`src/rtl/loop_acc.sv`:
```
// loop_acc: sums one loop's sign-extended beats and presents sum/count on a valid/ready port.
// Optional saturating arithmetic with a sticky overflow flag when LOOP_ACC_SAT_EN is defined.
module loop_acc #(
    parameter int unsigned DW = 16,
    parameter int unsigned AW = 32,
    parameter int unsigned CW = 16
) (
    input  logic          clk,
    input  logic          rst,
    input  logic          next,
    input  logic          last,
    input  logic [DW-1:0] data,
    output logic          en,
    output logic          out_valid,
    input  logic          out_ready,
    output logic [AW-1:0] out_data,
    output logic [CW-1:0] out_cnt,
    output logic          out_ovf
);

    typedef enum logic [1:0] {
        S_IDLE = 2'd0,
        S_ACC  = 2'd1,
        S_HOLD = 2'd2
    } state_t;

    state_t              r_state;
    state_t              w_state_nx;
    logic signed [AW-1:0] r_acc;
    logic signed [AW-1:0] w_acc_nx;
    logic [CW-1:0]       r_cnt;
    logic [CW-1:0]       w_cnt_nx;
    logic                r_sticky;
    logic                w_sticky_nx;
    logic                r_out_valid;
    logic                w_out_valid_nx;
    logic [AW-1:0]       r_out_data;
    logic [AW-1:0]       w_out_data_nx;
    logic [CW-1:0]       r_out_cnt;
    logic [CW-1:0]       w_out_cnt_nx;
    logic                r_out_ovf;
    logic                w_out_ovf_nx;

    logic signed [AW-1:0] w_sext;
    logic signed [AW-1:0] w_sum;
    logic                w_sat;
    logic                w_accept;

    assign w_sext = AW'($signed(data));

`ifdef LOOP_ACC_SAT_EN
    localparam logic [AW-1:0] SAT_MAX = {1'b0, {(AW-1){1'b1}}};
    localparam logic [AW-1:0] SAT_MIN = {1'b1, {(AW-1){1'b0}}};

    logic signed [AW:0] w_sum_wide;

    // One extra bit exposes signed overflow: top two bits disagree.
    assign w_sum_wide = (AW+1)'(r_acc) + (AW+1)'(w_sext);
    assign w_sat      = w_sum_wide[AW] ^ w_sum_wide[AW-1];
    assign w_sum      = w_sat ? (w_sum_wide[AW] ? SAT_MIN : SAT_MAX) : w_sum_wide[AW-1:0];
`else
    assign w_sum = r_acc + w_sext;
    assign w_sat = 1'b0;
`endif

    // Only the result register can stall the counter; en never looks at next.
    assign en       = (r_state != S_HOLD) || out_ready;
    assign w_accept = next && en;

    always_comb begin
        w_state_nx     = r_state;
        w_acc_nx       = r_acc;
        w_cnt_nx       = r_cnt;
        w_sticky_nx    = r_sticky;
        w_out_valid_nx = r_out_valid;
        w_out_data_nx  = r_out_data;
        w_out_cnt_nx   = r_out_cnt;
        w_out_ovf_nx   = r_out_ovf;

        case (r_state)
            S_IDLE, S_HOLD: begin
                if (r_state == S_HOLD && out_ready) begin
                    w_out_valid_nx = 1'b0;
                    w_state_nx     = S_IDLE;
                end
                // HOLD with out_ready behaves as IDLE in the same cycle, so no bubble.
                if (w_accept) begin
                    if (last) begin
                        w_out_data_nx  = w_sext;
                        w_out_cnt_nx   = CW'(1);
                        w_out_ovf_nx   = 1'b0;
                        w_out_valid_nx = 1'b1;
                        w_state_nx     = S_HOLD;
                    end else begin
                        w_acc_nx    = w_sext;
                        w_cnt_nx    = CW'(1);
                        w_sticky_nx = 1'b0;
                        w_state_nx  = S_ACC;
                    end
                end
            end
            S_ACC: begin
                if (w_accept) begin
                    if (last) begin
                        w_out_data_nx  = w_sum;
                        w_out_cnt_nx   = r_cnt + CW'(1);
                        w_out_ovf_nx   = r_sticky | w_sat;
                        w_out_valid_nx = 1'b1;
                        w_acc_nx       = '0;
                        w_cnt_nx       = '0;
                        w_sticky_nx    = 1'b0;
                        w_state_nx     = S_HOLD;
                    end else begin
                        w_acc_nx    = w_sum;
                        w_cnt_nx    = r_cnt + CW'(1);
                        w_sticky_nx = r_sticky | w_sat;
                    end
                end
            end
            default: begin
                w_state_nx = S_IDLE;
            end
        endcase
    end

    always_ff @(posedge clk) begin
        if (rst) begin
            r_state     <= S_IDLE;
            r_acc       <= '0;
            r_cnt       <= '0;
            r_sticky    <= 1'b0;
            r_out_valid <= 1'b0;
            r_out_data  <= '0;
            r_out_cnt   <= '0;
            r_out_ovf   <= 1'b0;
        end else begin
            r_state     <= w_state_nx;
            r_acc       <= w_acc_nx;
            r_cnt       <= w_cnt_nx;
            r_sticky    <= w_sticky_nx;
            r_out_valid <= w_out_valid_nx;
            r_out_data  <= w_out_data_nx;
            r_out_cnt   <= w_out_cnt_nx;
            r_out_ovf   <= w_out_ovf_nx;
        end
    end

    assign out_valid = r_out_valid;
    assign out_data  = r_out_data;
    assign out_cnt   = r_out_cnt;
    assign out_ovf   = r_out_ovf;

endmodule

```
`config.mk`:
```
export PLATFORM = sky130hd
export DESIGN_NAME = loop_acc
export DESIGN_NICKNAME = d
export VERILOG_FILES = /design/src/rtl/loop_acc.sv
export SDC_FILE = /design/constraint.sdc
export NUM_CORES = 1
export LEC_CHECK = 0
export ABC_CLOCK_PERIOD_IN_PS = 7400
export BUFFER_PORTS_ARGS = -buffer_cell sky130_fd_sc_hd__buf_2
export CAP_MARGIN = 40
export CORE_MARGIN = 5
export CORE_UTILIZATION = 42
export CTS_BUF_LIST = sky130_fd_sc_hd__clkbuf_16
export CTS_CLUSTER_SIZE = 12
export DETAILED_ROUTE_END_ITERATION = 10
export HOLD_SLACK_MARGIN = 0.03
export PLACE_DENSITY = 0.73
export SYNTH_ARGS = -nofsm -noshare
export SYNTH_HDL_FRONTEND = slang
export SYNTH_SLANG_ARGS = --single-unit
```
`constraint.sdc`:
```
create_clock -name clk -period 7.4 [get_ports clk]
set_input_delay 0.37 -clock clk [delete_from_list [all_inputs] [get_ports clk]]
set_output_delay 0.37 -clock clk [all_outputs]
set_load 0.02 [all_outputs]
```
; ---- Word-level counts from Yosys, hierarchy flattened
; Cells that the tools add are included.
[op_classes]
n_mux = 40
reduce_logical = 11
addsub = 2
n_eq_ne = 9
[op_table]
columns = operator, n
row1 = $mux W32, 8
row2 = $mux W16, 8
row3 = $pmux W32 S2, 2
row4 = $pmux W16 S2, 2
row5 = $add A32 B16 Y32, 1
row6 = $add A16 B1 Y16 const B, 1
row7 = $ne A2 B2 Y1 const B, 6
row8 = $mux W1, 11
row9 = $mux W2, 5
row10 = $reduce_and A5 Y1, 2
row11 = $pmux W1 S2, 3
row12 = $reduce_and A3 Y1, 2
row13 = $pmux W2 S2, 1
row14 = $reduce_and A4 Y1, 1
row15 = $ne A3 B3 Y1 const B, 1
row16 = $eq A2 B1 Y1 const B, 1
row17 = $eq A2 B2 Y1 const B, 1
row18 = $logic_and A1 B1 Y1, 2
row19 = $logic_not A2 Y1, 1
row20 = $reduce_bool A2 Y1, 1
row21 = $reduce_or A2 Y1, 1
row22 = $logic_or A1 B1 Y1, 1
[word_totals]
word_cells = 70
ff_bits = 101
output_inout_bits = 51
inputBits = 21

; ---- Logic depth before layout (Yosys ltp)
[depth]
ltp_word = 6
ltp_mapped = 10
depth_no_buf = 10

; ---- Worst setup path before layout
; Ideal clock, no wire load.
[synth_path]
path_kind = input-to-reg
startpoint = input port data[0]
endpoint = register r_out_data[20], in the netlist out_data[20]
path_slack_ps = 4727
setup_ps = 128
path_buffers = 0
cell_stages = 10
arrival_time_ps = 2545
t_required_ps = 7272
path_cell_list = ha_1 fa_1 a21o_1 a221o_1 a221o_1 a21oi_2 o21bai_2 xor2_1 a221oi_2 nor2_1
[synth_between]
elab_chain_len = 4
[synth_rtl]
columns = element, line
row1 = start: declaration, 12  ; input logic [DW-1:0] data,
row2 = $add A32 B16 Y32, 62  ; assign w_sum = r_acc + w_sext;
row3 = $mux W32, 104  ; if (last) begin
row4 = $mux W32, 103  ; if (w_accept) begin
row5 = $pmux W32 S2, 80  ; case (r_state)
row6 = end signal: assignment, 142  ; r_out_data <= w_out_data_nx;
row7 = end: declaration, 37  ; logic [AW-1:0] r_out_data;
; Every way passes these cells. The select of a mux whose other input is x is not followed.
; A chain may end at the register's enable or synchronous reset.

; ---- Final worst setup path
[layout_path]
startpoint = register r_acc[0]
endpoint = register r_out_data[20], in the netlist out_data[20]
[layout_between]
elab_chain_len = 4
[layout_rtl]
columns = element, line
row1 = start: declaration, 29  ; logic signed [AW-1:0] r_acc;
row2 = start signal: assignment, 138  ; r_acc <= w_acc_nx;
row3 = $add A32 B16 Y32, 62
row4 = $mux W32, 104
row5 = $mux W32, 103
row6 = $pmux W32 S2, 80
; Every way passes these cells. The select of a mux whose other input is x is not followed.

==> flow_metrics.tcl <==
set metrics [dict create \
    slew_violations 0 \
    powerDensity_nw_per_um2 203 \
    tightest_slew_ns 0.804 \
    skew_ns 0.00989 \
    period_minus_slack_ns 2.76 \
    yosys_warnings 0 \
    die_h_um 127 \
    cts_hold_buf 0 \
    p_switching_mw 0.426 \
    setup_viol 0 \
    final_area_um2 6540 \
    relSlewSlack_pct 46.3 \
    ys_async_sr_fraction_pct 0 \
    drcViolationCount 0 \
    areaGrowthSynthToFinish_pct 13.3 \
    critPathSlowestCell "fa_1" \
    fillerInstances 1325 \
    cts_tree "done" \
    seq_power_share_pct 43.2 \
    cap_violations 0 \
    met3WireLength_um 800 \
    seqCellArea_um2 1980 \
    die_area_um2 16200 \
    path_max_fanout 4 \
    clkTransAtPathRegs_ns 0.07 \
    setup_slack_ns 4.64 \
    cts.sinks 99 \
    power.leakage_nw 2.88 \
    status "complete, no violations" \
    synth_seq_cells 99 \
    end_kind "flop" \
    hold_start "data[7]" \
    portBuffers 70 \
    yosys.area_share.simple_pct 20.3 \
    cp.required_ns 7.64 \
    seq_area_frac_synth_pct 34.4 \
    irDropWorstVdd_mv 0.125 \
    top_layer "met4" \
    startpoint "r_acc[0]$_SDFFE_PP0P_" \
    post_cts_resized 0 \
    r2r_start "r_acc[0]$_SDFFE_PP0P_" \
    period_share_pct 37.3 \
    synth.most_common_cell "dfxtp_1" \
    dr.pass1.iters 5 \
    cts_setup_buffers 0 \
    wire_per_inst_um 15.9 \
    die_x_um 127 \
    io_pins 72 \
    crit_chain "ha_1 -> fa_1 -> a21o_1 -> a221o_1 -> a221o_1 -> a21oi_2 -> o21bai_2 -> xor2_1 -> a221oi_2 -> nor2_1" \
    hpwl_um 10500 \
    cpMostUsedCell "a221o_1" \
    rsz0062_at_grt "false" \
    dp_slack_ns 4.44 \
    htreeDepth 3 \
    grt_pass1_vias 5168 \
    synth.top_cell.area_share_pct 34.4 \
    yosys-top-cells-area "dfxtp_1 34%, ha_1 6.9%, nor2_1 6.0%" \
    drive_gt1_share_pct 14.4 \
    synth_xor_area_share_pct 6.08 \
    synth-edff-count 0 \
    grt_pass1_wl_um 25100 \
    fmax_ghz 0.362 \
    fin_tns_setup_ns 0 \
    insertion_delay_ns 0.36 \
    drt_iter0_drc 301 \
    synth.distinct_cells 55 \
    p_clk_share_pct 33.9 \
    vias 5393 \
    yosys-top-cells-count "99 x dfxtp_1, 92 x nor2_1, 64 x nand2_1" \
    grt.total_usage_pct 18.5 \
    synthCells 722 \
    crit_type "reg2reg" \
    start_util_pct 43.2 \
    diodes 0 \
    yosysTopAreaCell "dfxtp_1" \
    wl_met1_um 7210 \
    num_rows 42 \
    dr_wl_met2_um 6780 \
    multiInputGateArea_um2 3570 \
    antenna_found_initial 0 \
    p_int_mw 0.902 \
    hold_viol_final 0 \
    synth_top_family_by_area "compound AO/OA/AOI/OAI gates" \
    power_frac_comb_pct 22.8 \
    cpPeakStageDelay_ns 0.41 \
    place_area_um2 6260 \
    p_sw_share_pct 32.1 \
    hold_path.class "in2reg" \
    synth_nets 776 \
    grt_start_max_net_pins 71 \
    drt-total-wl_um 14900 \
    synth_compound_area_share_pct 27.3 \
    coreArea_um2 13300 \
    yosys.area_share.adder_pct 7.29 \
    start_kind "flop" \
    cts_inserted_buffers 9 \
    syn_avg_cell_area_um2 7.99 \
    clockBufferDepth 2 \
    postRouteAntennaNets 0 \
    gp_congestion 0.928 \
    synth.area.mux_share_pct 0.694 \
    arrival_ns 3.00 \
    grt-ovfl-total 0 \
    syn_area_um2 5770 \
    finish.net_count 815 \
    drt-vias-per-instance 5.73 \
    cts_root_buf "clkbuf_16" \
    synth_flop_cell "dfxtp_1" \
]
==> cells by family after synthesis <==
group / Yosys count
xor+xnor: 40
simple gates: 256
fa+ha+maj: 33
mux: 4
other cells: 1
buf+inv: 59
flops: 99
compound gates: 230
==> through the flow <==
stage / utilization, % / total power, mW / hold WS [ns] / cells
global route: 49.0 / 1.39 / 0.330 / 941
finish: 49.0 / 1.33 / 0.321 / 941
CTS: 49.0 / 1.34 / 0.312 / 941
global placement: 46.5 / 0.881 / 0.459 / 924
floorplan: - / 0.807 / 0.444 / 722
detailed placement: 46.9 / 0.886 / 0.468 / 926
==> power groups by stage <==
stage | Combinational [mW] | Clock [mW] | Sequential, mW
floorplan | 0.209 | 0 | 0.599
detailed placement | 0.300 | 0 | 0.586
global placement | 0.294 | 0 | 0.586
CTS | 0.301 | 0.461 | 0.574
finish | 0.303 | 0.451 | 0.574
global route | 0.335 | 0.482 | 0.577
==> path summary, 6_finish.rpt <==
kind / end / slack, ns / depth (start not counted)
min reg2reg: out_data[7]$_SDFFE_PP0P_ / 0.47 / 2
max reg2reg: out_data[20]$_SDFFE_PP0P_ / 4.64 / 10
max: out_data[20]$_SDFFE_PP0P_ / 4.64 / 10
min: out_data[7]$_SDFFE_PP0P_ / 0.32 / 3
==> layer usage <==
layer  vias up  track usage, %
li1       2726               -
met4         0            4.79
met1      2529            25.8
met5         -               0
met2       126            29.2
met3        12            4.01
==> state kept, by name, indices dropped and copies added, names as in the netlist <==
| register | flops |
|---|---|
| out_data | 32 |
| out_cnt | 16 |
| out_valid | 1 |
| r_acc | 32 |
| r_state | 2 |
| r_cnt | 16 |
==> final cells by class <==
type	count	share of cell area, %
flip-flops and latches	99	30.3
clock inverters	6	0.727
clock buffers	9	3.45
well taps	176	3.37
inverters	7	0.402
multi-input cells	564	54.6
repair buffers	80	7.16
==> cell usage in the layout, fill, tap and decap left out, types with 20 or more instances in the layout <==
cell type	netlist	routed
dfxtp_1	99	99
nor2_1	92	91
buf_2	4	69
nand2_1	64	64
a21oi_1	57	57
ha_1	32	32
a22oi_1	31	31
o21ai_0	30	29
nand3_1	27	26
a221oi_1	26	26
xnor2_1	21	21
a21o_1	20	20
==> critical path: cells and delay by family (launching register included) <==
| kind | cells | cell delay [ns] |
|---|---|---|
| AO/OA/AOI/OAI | 6 | 1.49 |
| adder cells (fa/ha/maj) | 2 | 0.61 |
| flip-flops | 1 | 0.31 |
| XOR/XNOR | 1 | 0.17 |
| AND/OR/NAND/NOR | 1 | 0.06 |
No activity file was read; power rests on OpenSTA's default activity.
